`config.mk`:
```
export PLATFORM = sky130hd
export DESIGN_NAME = sample_accum_ctrl
export DESIGN_NICKNAME = d
export VERILOG_FILES = /design/src/rtl/sample_pkg.sv /design/src/rtl/rise_edge_det.sv /design/src/rtl/sample_accum_ctrl.sv
export SDC_FILE = /design/constraint.sdc
export NUM_CORES = 1
export LEC_CHECK = 0
export BUFFER_PORTS_ARGS = -buffer_cell sky130_fd_sc_hd__buf_4
export CORE_MARGIN = 10
export CORE_UTILIZATION = 57
export CTS_BUF_LIST = sky130_fd_sc_hd__clkbuf_16
export DETAILED_ROUTE_END_ITERATION = 6
export HOLD_SLACK_MARGIN = 0.15
export PLACE_DENSITY = 0.79
export SETUP_SLACK_MARGIN = 0.3
export SYNTH_ARGS = -nofsm -noshare
export SYNTH_HDL_FRONTEND = slang
export SYNTH_HIERARCHICAL = 1
export SYNTH_SLANG_ARGS = --single-unit
```
`constraint.sdc`:
```
create_clock -name clk -period 3.53 [get_ports clk]
set_input_delay 0.353 -clock clk [delete_from_list [all_inputs] [get_ports clk]]
set_output_delay 0.353 -clock clk [all_outputs]
set_load 0.01 [all_outputs]
```
`src/rtl/sample_pkg.sv`:
```
// ----------------------------------------------------------------------------
// sample_pkg
//   Shared definitions for the sample accumulator control block:
//     - default sample and accumulator widths
//     - FSM state encoding
//     - packed control-output bundle and its Moore decode from a state
// ----------------------------------------------------------------------------
package sample_pkg;

    localparam int DATA_W_DEF = 16;
    localparam int SUM_W_DEF  = 26;   // 1000 * (2^16 - 1) fits without overflow

    typedef enum logic [2:0] {
        IDLE  = 3'd0,
        ACCUM = 3'd1,
        COUNT = 3'd2,
        CHECK = 3'd3,
        DONE  = 3'd4,
        ERR   = 3'd5
    } state_t;

    typedef struct packed {
        logic modwait;
        logic cnt_up;
        logic clear;
        logic done;
        logic err;
    } ctrl_t;

    // Moore output decode. The top evaluates this on the next state so the
    // outputs come straight out of flops in the same cycle as the state.
    function automatic ctrl_t ctrl_for(input state_t s);
        ctrl_t c;
        c = '0;
        case (s)
            ACCUM: c.modwait = 1'b1;
            COUNT: begin
                c.modwait = 1'b1;
                c.cnt_up  = 1'b1;
            end
            CHECK: c.modwait = 1'b1;
            DONE: begin
                c.modwait = 1'b1;
                c.done    = 1'b1;
                c.clear   = 1'b1;
            end
            ERR: begin
                c.err   = 1'b1;
                c.clear = 1'b1;
            end
            default: c = '0;
        endcase
        return c;
    endfunction

endpackage

```
`src/rtl/rise_edge_det.sv`:
```
// ----------------------------------------------------------------------------
// rise_edge_det
//   Rising-edge detector on a level input.
//   Ports:
//     clk    in  system clock
//     reset  in  synchronous active-high reset
//     d      in  level to watch
//     rise   out combinational: d is 1 now and was 0 last cycle
//   The history flop resets to 1 so a level already high when reset is
//   released is not taken as an edge.
// ----------------------------------------------------------------------------
module rise_edge_det (
    input  logic clk,
    input  logic reset,
    input  logic d,
    output logic rise
);

    logic prev_q;

    always_ff @(posedge clk) begin
        if (reset) begin
            prev_q <= 1'b1;
        end else begin
            prev_q <= d;
        end
    end

    assign rise = d & ~prev_q;

endmodule

```
`src/rtl/sample_accum_ctrl.sv`:
```
// ----------------------------------------------------------------------------
// sample_accum_ctrl
//   Upstream control/datapath stage for the 1000-sample counter. Takes samples
//   from the ADC-side source on a data_ready rising edge, accumulates them,
//   pulses cnt_up to the sample counter, and publishes the sum once the
//   counter reports 1000 samples. Accumulator overflow parks the block in ERR.
//   Ports:
//     clk            in   system clock
//     reset          in   synchronous active-high reset
//     data_ready     in   source has a sample (rising edge accepted)
//     data_in        in   DATA_W unsigned sample
//     one_k_samples  in   registered "count == 1000" flag from the counter
//     modwait        out  busy; source must hold off
//     cnt_up         out  one-cycle increment pulse to the counter
//     clear          out  counter clear (pulse in DONE, held in ERR)
//     done           out  one-cycle pulse, sum_out carries a full sum
//     err            out  accumulator overflow, held until next sample
//     sum_out        out  SUM_W last completed sum
// ----------------------------------------------------------------------------
module sample_accum_ctrl
    import sample_pkg::*;
#(
    parameter int DATA_W = DATA_W_DEF,
    parameter int SUM_W  = SUM_W_DEF
) (
    input  logic              clk,
    input  logic              reset,
    input  logic              data_ready,
    input  logic [DATA_W-1:0] data_in,
    input  logic              one_k_samples,
    output logic              modwait,
    output logic              cnt_up,
    output logic              clear,
    output logic              done,
    output logic              err,
    output logic [SUM_W-1:0]  sum_out
);

    logic rise;

    rise_edge_det u_rise (
        .clk   (clk),
        .reset (reset),
        .d     (data_ready),
        .rise  (rise)
    );

    state_t              state_q,   state_d;
    ctrl_t               ctrl_q,    ctrl_d;
    logic [DATA_W-1:0]   sample_q,  sample_d;
    logic [SUM_W-1:0]    sum_q,     sum_d;
    logic [SUM_W-1:0]    sum_out_q, sum_out_d;
    logic [SUM_W:0]      add_w;

    // One extra bit on the adder; its MSB is the overflow carry.
    assign add_w = {1'b0, sum_q} + {{(SUM_W + 1 - DATA_W){1'b0}}, sample_q};

    always_comb begin
        state_d   = state_q;
        sample_d  = sample_q;
        sum_d     = sum_q;
        sum_out_d = sum_out_q;

        case (state_q)
            IDLE: begin
                if (rise) begin
                    sample_d = data_in;
                    state_d  = ACCUM;
                end
            end
            ACCUM: begin
                // On overflow the sum is left alone; ERR wipes it.
                if (add_w[SUM_W]) begin
                    state_d = ERR;
                end else begin
                    sum_d   = add_w[SUM_W-1:0];
                    state_d = COUNT;
                end
            end
            COUNT: state_d = CHECK;
            CHECK: begin
                if (one_k_samples) begin
                    // Publish on entry to DONE so sum_out is already valid
                    // while the done pulse is high.
                    sum_out_d = sum_q;
                    state_d   = DONE;
                end else begin
                    state_d = IDLE;
                end
            end
            DONE: begin
                sum_d   = '0;
                state_d = IDLE;
            end
            ERR: begin
                sum_d = '0;
                if (rise) begin
                    sample_d = data_in;
                    state_d  = ACCUM;
                end
            end
            default: state_d = IDLE;
        endcase

        ctrl_d = ctrl_for(state_d);
    end

    // State and registered Moore outputs; reset overrides every transition.
    always_ff @(posedge clk) begin
        if (reset) begin
            state_q   <= IDLE;
            ctrl_q    <= '0;
            sample_q  <= '0;
            sum_q     <= '0;
            sum_out_q <= '0;
        end else begin
            state_q   <= state_d;
            ctrl_q    <= ctrl_d;
            sample_q  <= sample_d;
            sum_q     <= sum_d;
            sum_out_q <= sum_out_d;
        end
    end

    assign modwait = ctrl_q.modwait;
    assign cnt_up  = ctrl_q.cnt_up;
    assign clear   = ctrl_q.clear;
    assign done    = ctrl_q.done;
    assign err     = ctrl_q.err;
    assign sum_out = sum_out_q;

endmodule

```
* After elaboration in Yosys (flattened, before gate mapping)
Index checks and enable logic that the tools add are counted.
Widths: inputs -> output; s select.
** Storage, ports and cells
- Logic and storage cells :: 44
- Output and inout bits :: 31
- Input bits :: 20
- Flip-flop bits (word level) :: 77
** Operators by class
- Equal/unequal tests :: 11
- Reduce and logical (&&, ||, !) cells :: 9
- Bitwise gates (word level) :: 2
- $add $sub $neg :: 1
- Mux-type cells :: 11
** Operators with widths (number)
- $pmux 26 s2 :: 1
- $add 26x16->27 :: 1
- $mux 26 :: 1
- $eq 3x2->1 const B :: 4
- $eq 3x3->1 const B :: 4
- $pmux 3 s4 :: 1
- $mux 3 :: 3
- $eq 3x1->1 const B :: 2
- $reduce_and 2->1 :: 3
- $reduce_or 2->1 :: 3
- $mux 1 :: 5
- $reduce_or 4->1 :: 1
- $logic_not 3->1 :: 1
- $ne 2x2->1 const B :: 1
- $reduce_bool 2->1 :: 1
- $and 1x1->1 :: 1
- $not 1->1 :: 1

* Longest topological paths before layout
Gate-level depths: netlist of run 1.
- Depth in word-level cells :: 7
- Depth in mapped cells :: 11
- Mapped depth without buffers :: 10

* Cells and area by module
The synthesis of run 1 kept the hierarchy.
** By module, submodules not included
- sample_accum_ctrl :: cells each 440, area each 3714.8 um2, seq. area each 1521.5 um2, times used 1
- rise_edge_det :: cells each 3, area each 32.5 um2, seq. area each 20.0 um2, times used 1

* Worst setup path after synthesis of run 1
No wires, ideal clock.
- Kind :: reg-to-reg
- Start :: register sum_q[0]
- End :: register sum_q[22]
- Required time :: 3414 ps
- Arrival time :: 2356 ps
- Clock period less this slack :: 2472 ps
- Setup slack :: 1058 ps
- Cell stages (with the launch flop) :: 11
- Path buffers :: 0
- Cells stage by stage :: dfxtp_1 -> ha_1 -> inv_1 -> fa_1 -> nand2b_1 -> a21oi_1 -> o211ai_4 -> a31o_4 -> nor4_2 -> a21oi_1 -> a31o_2
** On the way
- Longest elaborated chain between the ends :: 3
- Elaborated cells on any way between the ends :: 5
** Ends and longest elaborated chain
- start, declared :: line sample_accum_ctrl.sv:51 : logic [SUM_W-1:0] sum_q, sum_d;
- start signal, assigned :: line sample_accum_ctrl.sv:120 : sum_q <= sum_d;
- $add 26x16->27 (*) :: line sample_accum_ctrl.sv:56 : assign add_w = {1'b0, sum_q} + {{(SUM_W + 1 - DATA_W){1'b0}}, sample_q};
- $mux 26 / $ne 2x2->1 (equally long branches)
- $pmux 26 s2 / $reduce_and 2->1 (equally long branches)
Mark *: on every way between the ends. The rest lies on a longest branch, timed or not. The select of a mux whose other input is x is not followed.
A chain may end at the register's enable or synchronous reset.

* Final worst setup path of run 1
- Start :: register sum_q[0]
- End :: register sum_q[2]
The elaborated chain is that of the path after synthesis.

==> impl_metrics.ini, run 1 <==
[critical_path]
worst-path-max-fanout = 13
end_kind = flip-flop
path_delay_family = compound AO/OA/AOI/OAI gates
start_kind = flip-flop
reg2reg_slack_ps = 630
cpPeakStageDelay_ps = 390
cp_slowest_cell = a21oi_1
required_ps = 3740
crit_chain = ha_1 -> inv_1 -> fa_1 -> nand2b_1 -> a21oi_1 -> o211ai_4 -> a31oi_2 -> a211oi_2 -> buf_4 -> a32oi_1 -> nor2_1
path_buf_inv = 2
crit_arrival_ps = 3100
crit_type = flip-flop to flip-flop

[clock_tree]
clockBufferDepth = 2
cts_tree = done
path_clk_slew_ps = 60
clkLatencyLatePin_ps = 340
cts_setup_buffers = 0
cts-root-buf = clkbuf_16
cts_resized = 0
htree_num_levels = 3
numClockSinks = 77
hold_buffers = 0
numCtsBuffers = 9

[layout]
syn2layout_area_growth_pct = 18.90
drive_gt1_frac = 0.1711
postLayoutCoreUtil = 0.6977
antennaDiodeCount = 0
fin_area_mm2 = 0.004456
nets = 523

[sta]
fmax_mhz = 345.4
fin_crit_ps = 2896
skew_ps = 5.317
slew_violations = 0
setup_tns_ps = 0
fin_ws_ps = 634.5
tightest_slew_ps = 1089
rsz0062_at_grt = no
setup_violations = 0
slew_headroom = 0.2723
fin_crit_sh = 0.8203
timing.final.hold_violations = 0

[floorplan]
dieArea_mm2 = 0.01022
die_w_um = 101.1
core_mm2 = 0.006386
die_y_um = 101.1
initial_core_util = 0.5868
ioPinCount = 51
rows = 29

[detailed_routing]
wl_per_cell_um = 15.68
route.detailed.drc = 0
detail-route-antenna-nets = 0
firstDrtPassIters = 5
drtIter0Drc = 138
vias = 3277
drt-total-wl_mm = 8.907
vias_per_cell = 5.769

[outcome]
outcome = finished clean

[synthesis]
syn_area_mm2 = 0.003747
synth_top_area_frac = 0.4114
synth-edff-count = 0
synth_common_cells = dfxtp_1, nand2_1, nor2_1
yosysTopAreaCell = dfxtp_1
synthArstFlopShare = 0
ys_top_cells_by_area = dfxtp_1, nand2_1, a21oi_1
syn-num-nets = 480
ys.flop_type = dfxtp_1
synth-seq-cells = 77
ys_warn_count = 6
synth_cells = 443
ys_types = 55
postSynthAreaPerCell_um2 = 8.459
synth.most_common_cell = dfxtp_1
ys_seq_area_frac = 0.4114

[place]
dp_hpwl_mm = 6.236
place.gp.congestion = 0.8891
portBuffers = 50
dpl_worst_slack_ps = 647.4
dpl-instance-area_mm2 = 0.004150

[global_routing]
antenna_found_initial = 0
track_usage = 0.1742
grt_max_degree = 63
grt-ovfl-total = 0
grt_pass1_wl_mm = 14.77
grt_pass1_vias = 3220

[power]
power.ir.vdd_worst_mv = 0.3075
powerDensity_mw_per_mm2 = 438.1
power.leakage_nw = 1.789

[flow_run]
cap_violations = 0

[hold_path]
hold_path_class = input pin to flip-flop
## layout make-up
type	instances	area [µm²]
clock buffers	9	225.2
clock inverters	7	80.08
fillers	508	1931
inverters	11	41.29
multi-input cells	333	2066
flip-flops and latches	77	1541
well taps	77	96.34
repair buffers	54	405.4
## final timing paths
| check | startpoint | endpoint | cells past startpoint |
|---|---|---|---|
| max | sum_q[0] | sum_q[2] | 11 |
| min reg2reg | sum_out[22] | sum_out[22] | 2 |
| max reg2reg | sum_q[0] | sum_q[2] | 11 |
| min | data_ready | u_rise/prev_q | 2 |
## metal layers
| layer | GRT usage | routed length [µm] | vias up |
|---|---|---|---|
| met5 | 0 | 0 | - |
| met3 | 0.04801 | 509 | 16 |
| met4 | 0.08253 | 146 | 0 |
| li1 | - | - | 1644 |
| met2 | 0.2905 | 4358 | 73 |
| met1 | 0.2007 | 3892 | 1544 |
## metrics by stage
| step | instances | total power (W) | hold WS (ps) |
|---|---|---|---|
| 2_1_floorplan | 443 | 0.0009903 | 445.5 |
| 3_3_place_gp | 552 | 0.001025 | 444.4 |
| 3_5_place_dp | 552 | 0.001028 | 449.7 |
| 4_1_cts | 568 | 0.001960 | 205.8 |
| 5_1_grt | 568 | 0.002004 | 212.7 |
| 6_report | 568 | 0.001952 | 204.3 |
## registers in the layout, summed over array words and instances, names as in the netlist
| register | count |
|---|---|
| clear | 1 |
| sum_out | 26 |
| sample_q | 16 |
| sum_q | 26 |
| done | 1 |
| state_q | 3 |
| err | 1 |
| u_rise/prev_q | 1 |
| cnt_up | 1 |
| modwait | 1 |
## cell usage in the layout (no fill, tap or decap), types with 10 or more instances in the layout
master / instances
dfxtp_1: 77
nand2_1: 74
buf_4: 54
nor2_1: 50
a21oi_1: 49
mux2i_1: 17
o21ai_0: 16
ha_1: 16
nand3_1: 12
inv_1: 11
a22oi_1: 10
## kinds of logic after synthesis
kind of cell | share of synthesized area
xor gates and xnor gates | 0.03506
adders and majority gates | 0.05876
buffers and inverters | 0.03740
and+or+nand+nor | 0.1950
DFF | 0.4114
AOI/OAI and AO/OA | 0.2170
muxes | 0.04541
## worst reg2reg max path, stage by stage, from the launching register on
cell and delay (ps):
dfxtp_1 360, ha_1 170, inv_1 50, fa_1 380, nand2b_1 190, a21oi_1 390, o211ai_4 150, a31oi_2 320
a211oi_2 240, buf_4 250, a32oi_1 230, nor2_1 50
## power breakdown
| part | total (W) | internal (W) | switching (W) |
|---|---|---|---|
| sequential | 0.000893 | 0.000882 | 0.0000113 |
| combinational | 0.000118 | 0.0000490 | 0.0000688 |
| clock | 0.000941 | 0.000558 | 0.000383 |
Note: power is estimated with default switching activity, not from simulation.
==> inputs of run 2 (changes only) <==
- CORE_UTILIZATION: 57 -> 52
- PLACE_DENSITY: 0.79 -> 0.76
- clock period: 3.53 -> 2.4 ns (I/O delays scaled with it)
==> impl_metrics.ini, run 2 (synthesis results as in run 1) <==
[hold_path]
hold_path_class = input pin to flip-flop
min_path_cells = 3
min_to = sample_q[2]
min_from = data_in[2]

[sta]
setup_violations = 0
fmax_mhz = 427.3
setup_tns_ps = 0
fin_crit_ps = 2340
rsz0062_at_grt = yes
timing.final.hold_violations = 0
slew_violations = 0
fin_crit_sh = 0.9752
skew_ps = 7.373
slew_headroom = 0.5797
tightest_slew_ps = 630.5

[detailed_routing]
vias_per_cell = 5.526
route.detailed.drc = 0
drtIter0Drc = 177
firstDrtPassIters = 4
drt-total-wl_mm = 10.07
detail-route-antenna-nets = 0
vias = 3465
wl_per_cell_um = 16.06

[layout]
syn2layout_area_growth_pct = 35.46
nets = 563
antennaDiodeCount = 0
final_common_cell = buf_4
postLayoutCoreUtil = 0.7350
final_cell_mix = buf_4, nand2_1, dfxtp_1
drive_gt1_frac = 0.2976

[clock_tree]
htree_num_levels = 3
clkLatencyLatePin_ps = 340
cts_tree = done
cts-root-buf = clkbuf_16
numCtsBuffers = 9
numClockSinks = 77
clockBufferDepth = 2
path_clk_slew_ps = 60

[critical_path]
startpoint = sum_q[9]
r2r-start = sum_q[9]
reg2reg_slack_ps = 60
start_kind = flip-flop
required_ps = 2660
crit_type = flip-flop to flip-flop
worst-path-max-fanout = 6
rr_worst_depth = 8
crit-reg2reg-capture = sum_q[25]
crit_arrival_ps = 2610
end_kind = flip-flop

[outcome]
outcome = finished clean

[floorplan]
die_y_um = 104.9
dieArea_mm2 = 0.01100
initial_core_util = 0.5426
rows = 30
ioPinCount = 51
die_w_um = 104.9
core_mm2 = 0.006907

[place]
portBuffers = 50
place.gp.congestion = 0.9030
dp_hpwl_mm = 6.551

[global_routing]
grt_max_degree = 36
grt_pass1_wl_mm = 15.77
track_usage = 0.1699
antenna_found_initial = 0
grt-ovfl-total = 0
grt_pass1_vias = 3233

[power]
power.leakage_nw = 1.978
finalPower_w = 0.002779
powerDensity_mw_per_mm2 = 547.4
power.ir.vdd_worst_mv = 0.3618

[flow_run]
cap_violations = 0
## run 2: cell types whose count changed in the layout (fill, tap and decap cells not counted), sizes merged
cell         previous run  this run
dlygate4sd3             0        11
clkinvlp                1         2
inv                    15        11
clkinv                  1         5
bufinv                  1         0
buf                    54        83
## run 2: critical path: stages, from the launching register on
cell,delay [ps]
dfxtp_2,360
ha_2,320
a21oi_1,250
o21ai_2,130
a21oi_4,200
a31o_4,220
o211ai_2,130
or4_1,500
a21oi_1,160
## run 2: through the flow
| stage | hold slack, ps | std cells | setup WS (ps) | cell area, µm² |
|---|---|---|---|---|
| after floorplan | 337.1 | 443 | 137.8 | 3795 |
| after global placement | 435.1 | 589 | 91.44 | 4367 |
| after detailed placement | 441.8 | 589 | 45.93 | 4367 |
| after CTS | 152.1 | 624 | 83.98 | 4866 |
| after global routing | 169.7 | 627 | -39.37 | 5076 |
| final | 155.4 | 627 | 59.64 | 5076 |
## run 2: area by class of cell
type / instances / area [µm²]
timing repair buffer: 94 / 772.0
sequential: 77 / 1556
inverter: 11 / 41.29
tap: 96 / 120.1
multi-input combinational: 333 / 2318
fill: 526 / 1831
clock inverter: 7 / 42.54
clock buffer: 9 / 225.2
## run 2: routing by layer
layer | vias to the layer above | wire length [µm] | global-route usage
met2 | 83 | 5046 | 0.2798
met3 | 16 | 604 | 0.04914
met1 | 1637 | 4234 | 0.2062
li1 | 1729 | - | -
met4 | 0 | 183 | 0.05980
met5 | - | 0 | 0
## run 2: where the power goes
| group | internal (W) | leakage, nW | switching [W] |
|---|---|---|---|
| clock | 0.000691 | 0.129 | 0.000532 |
| combinational | 0.000115 | 1.22 | 0.000123 |
| sequential | 0.00130 | 0.627 | 0.0000203 |
| total | 0.00210 | 1.98 | 0.000676 |
## run 2: how the worst max path moves through the flow
| stage | end | cells after the start |
|---|---|---|
| after CTS | sum_q[23] | 11 |
| after floorplan | sum_q[0] | 11 |
| after detailed placement | sum_q[23] | 11 |
| after global routing | sum_q[10] | 10 |
| final | sum_q[25] | 8 |
| after global placement | sum_q[23] | 11 |
## run 2: what timing repair did
item,CTS,global route
pin swaps,7,18
gates resized for setup,16,45
hold buffers,11,0
setup buffers,7,3
endpoints found under the setup margin,30,31
endpoints found under the hold margin,11,0
cloned,1,0
==> inputs of run 3 (changes only) <==
- CAP_MARGIN: default -> 0
- SYNTH_HIERARCHICAL: 1 -> default
==> impl_metrics.ini, run 3 <==
[detailed_routing]
route.detailed.drc = 0
met1Wirelength_mm = 4.587
firstDrtPassIters = 5
vias = 3840
met2_length_mm = 5.747
met3_length_um = 839
wl_per_cell_um = 16.90
vias_per_cell = 5.689
drtIter0Drc = 193
drt-total-wl_mm = 11.41
detail-route-antenna-nets = 0
highest_layer = met4

[clock_tree]
cts-root-buf = clkbuf_16
htree_num_levels = 3
clockBufferDepth = 2
numClockSinks = 77
clkLatencyLatePin_ps = 340
numCtsBuffers = 9
cts_tree = done
path_clk_slew_ps = 60

[floorplan]
core_mm2 = 0.006907
rows = 30
dieArea_mm2 = 0.01098
die_w_um = 104.8
initial_core_util = 0.5411
die_y_um = 104.8
ioPinCount = 51

[synthesis]
syn-num-nets = 491
ys_types = 49
ys.flop_type = dfxtp_1
postSynthAreaPerCell_um2 = 8.232
synth_cells = 454
synth_top_area_frac = 0.4125
ys_warn_count = 0
synth-edff-count = 0
yosysTopAreaCell = dfxtp_1
syn_area_mm2 = 0.003737
ys_top_cells_by_area = dfxtp_1, a21oi_1, nand2_1
ys_seq_area_frac = 0.4125
synth_common_cells = dfxtp_1, nand2_1, a21oi_1
synthArstFlopShare = 0
synth-seq-cells = 77

[power]
power.leakage_nw = 2.353
power.ir.vdd_worst_mv = 0.3893
finalPower_w = 0.003023
powerDensity_mw_per_mm2 = 549.8

[sta]
fin_ws_ps = -181.9
slew_violations = 0
timing.hold.ws_ps = 153.6
slew_headroom = 0.3510
tightest_slew_ps = 969.9
timing.final.hold_violations = 0
fin_crit_sh = 1.076
skew_ps = 4.219
setup_violations = 31
fin_crit_ps = 2582
rsz0062_at_grt = yes
fmax_mhz = 387.3

[layout]
final_cell_mix = buf_4, nand2_1, dfxtp_1
nets = 611
antennaDiodeCount = 0
fin_area_mm2 = 0.005499
syn2layout_area_growth_pct = 47.14
drive_gt1_frac = 0.3610
final_common_cell = buf_4

[critical_path]
start_kind = flip-flop
end_kind = flip-flop
crit_arrival_ps = 2860
crit_type = flip-flop to flip-flop
required_ps = 2680
worst-path-max-fanout = 4

[outcome]
outcome = complete, but fails checks
violations = setup timing

[hold_path]
hold_path_class = input pin to flip-flop

[global_routing]
grt_max_degree = 44
grt_pass1_wl_mm = 18.25
antenna_found_initial = 0
grt_pass1_vias = 3761
track_usage = 0.1989
grt-ovfl-total = 0

[place]
portBuffers = 50
dp_hpwl_mm = 7.430
dpl-instance-area_mm2 = 0.004672
place.gp.congestion = 0.9386

[flow_run]
cap_violations = 0
## run 3: cell types whose count changed after synthesis, moves of 5 or more
cell     before  now
nand3_1      12   18
a22oi_1      10    1
o21a_1        0    5
or3_1         1    6
a21oi_1      49   61
nor2_1       50   34
## run 3: report_power, final
group          total [W]  internal (W)  switching, W
Clock            0.00147      0.000916      0.000557
Combinational   0.000238      0.000119      0.000118
Sequential       0.00131       0.00130     0.0000160
## run 3: worst paths after layout
kind | start | end | slack, ps | cells past startpoint
max | sum_q[11] | done | -180 | 8
min | data_in[2] | sample_q[2] | 150 | 3
max reg2reg | sum_q[11] | done | -180 | 8
min reg2reg | sum_out[13] | sum_out[13] | 450 | 2
## run 3: final cells by class
type | instances | area (µm²)
clock inverter | 7 | 97.59
tap | 96 | 120.1
clock buffer | 9 | 225.2
inverter | 8 | 30.03
sequential | 77 | 1554
fill | 469 | 1408
timing repair buffer | 132 | 1074
multi-input combinational | 346 | 2399
## run 3: routing by layer
metal | vias up | global-route usage
met5 | - | 0
li1 | 1834 | -
met4 | 0 | 0.08627
met3 | 22 | 0.05283
met2 | 159 | 0.3376
met1 | 1825 | 0.2300
## run 3: kinds of logic after synthesis
family                     count (synthesis)  share of synthesized area
AOI/OAI and AO/OA                        120                     0.1935
xor gates and xnor gates                  13                    0.03047
adders and majority gates                 17                    0.05892
buffers and inverters                     31                    0.03649
DFF                                       77                     0.4125
muxes                                     19                    0.05156
and+or+nand+nor                          177                     0.2166
## run 3: worst max-delay path, cell delays in order, from the launching register on
cell and delay [ps]:
dfxtp_2 340, ha_4 270, nand2_4 50, or4_4 510
a211o_1 350, a211o_1 370, or3_4 380, o21ai_4 80
and3_1 170
## run 3: repair_timing
| item | 4_1_cts | 5_1_grt |
|---|---|---|
| hold buffers | 14 | 0 |
| pin swaps | 17 | 9 |
| gates resized for setup | 36 | 30 |
| endpoints found under the setup margin | 34 | 34 |
| gates cloned | 1 | 0 |
| endpoints found under the hold margin | 14 | 0 |
| setup buffers | 7 | 3 |
## run 3: stage by stage
| stage | instances | utilization | worst slack (ps) | TNS [ps] |
|---|---|---|---|---|
| floorplan | 454 | - | -40.33 | -64.34 |
| global placement | 634 | 0.6764 | -75.12 | -267.0 |
| detailed placement | 634 | 0.6764 | -153.8 | -973.8 |
| CTS | 672 | 0.7752 | -145.8 | -2209 |
| global route | 675 | 0.7962 | -255.0 | -6059 |
| finish | 675 | 0.7962 | -181.9 | -2745 |
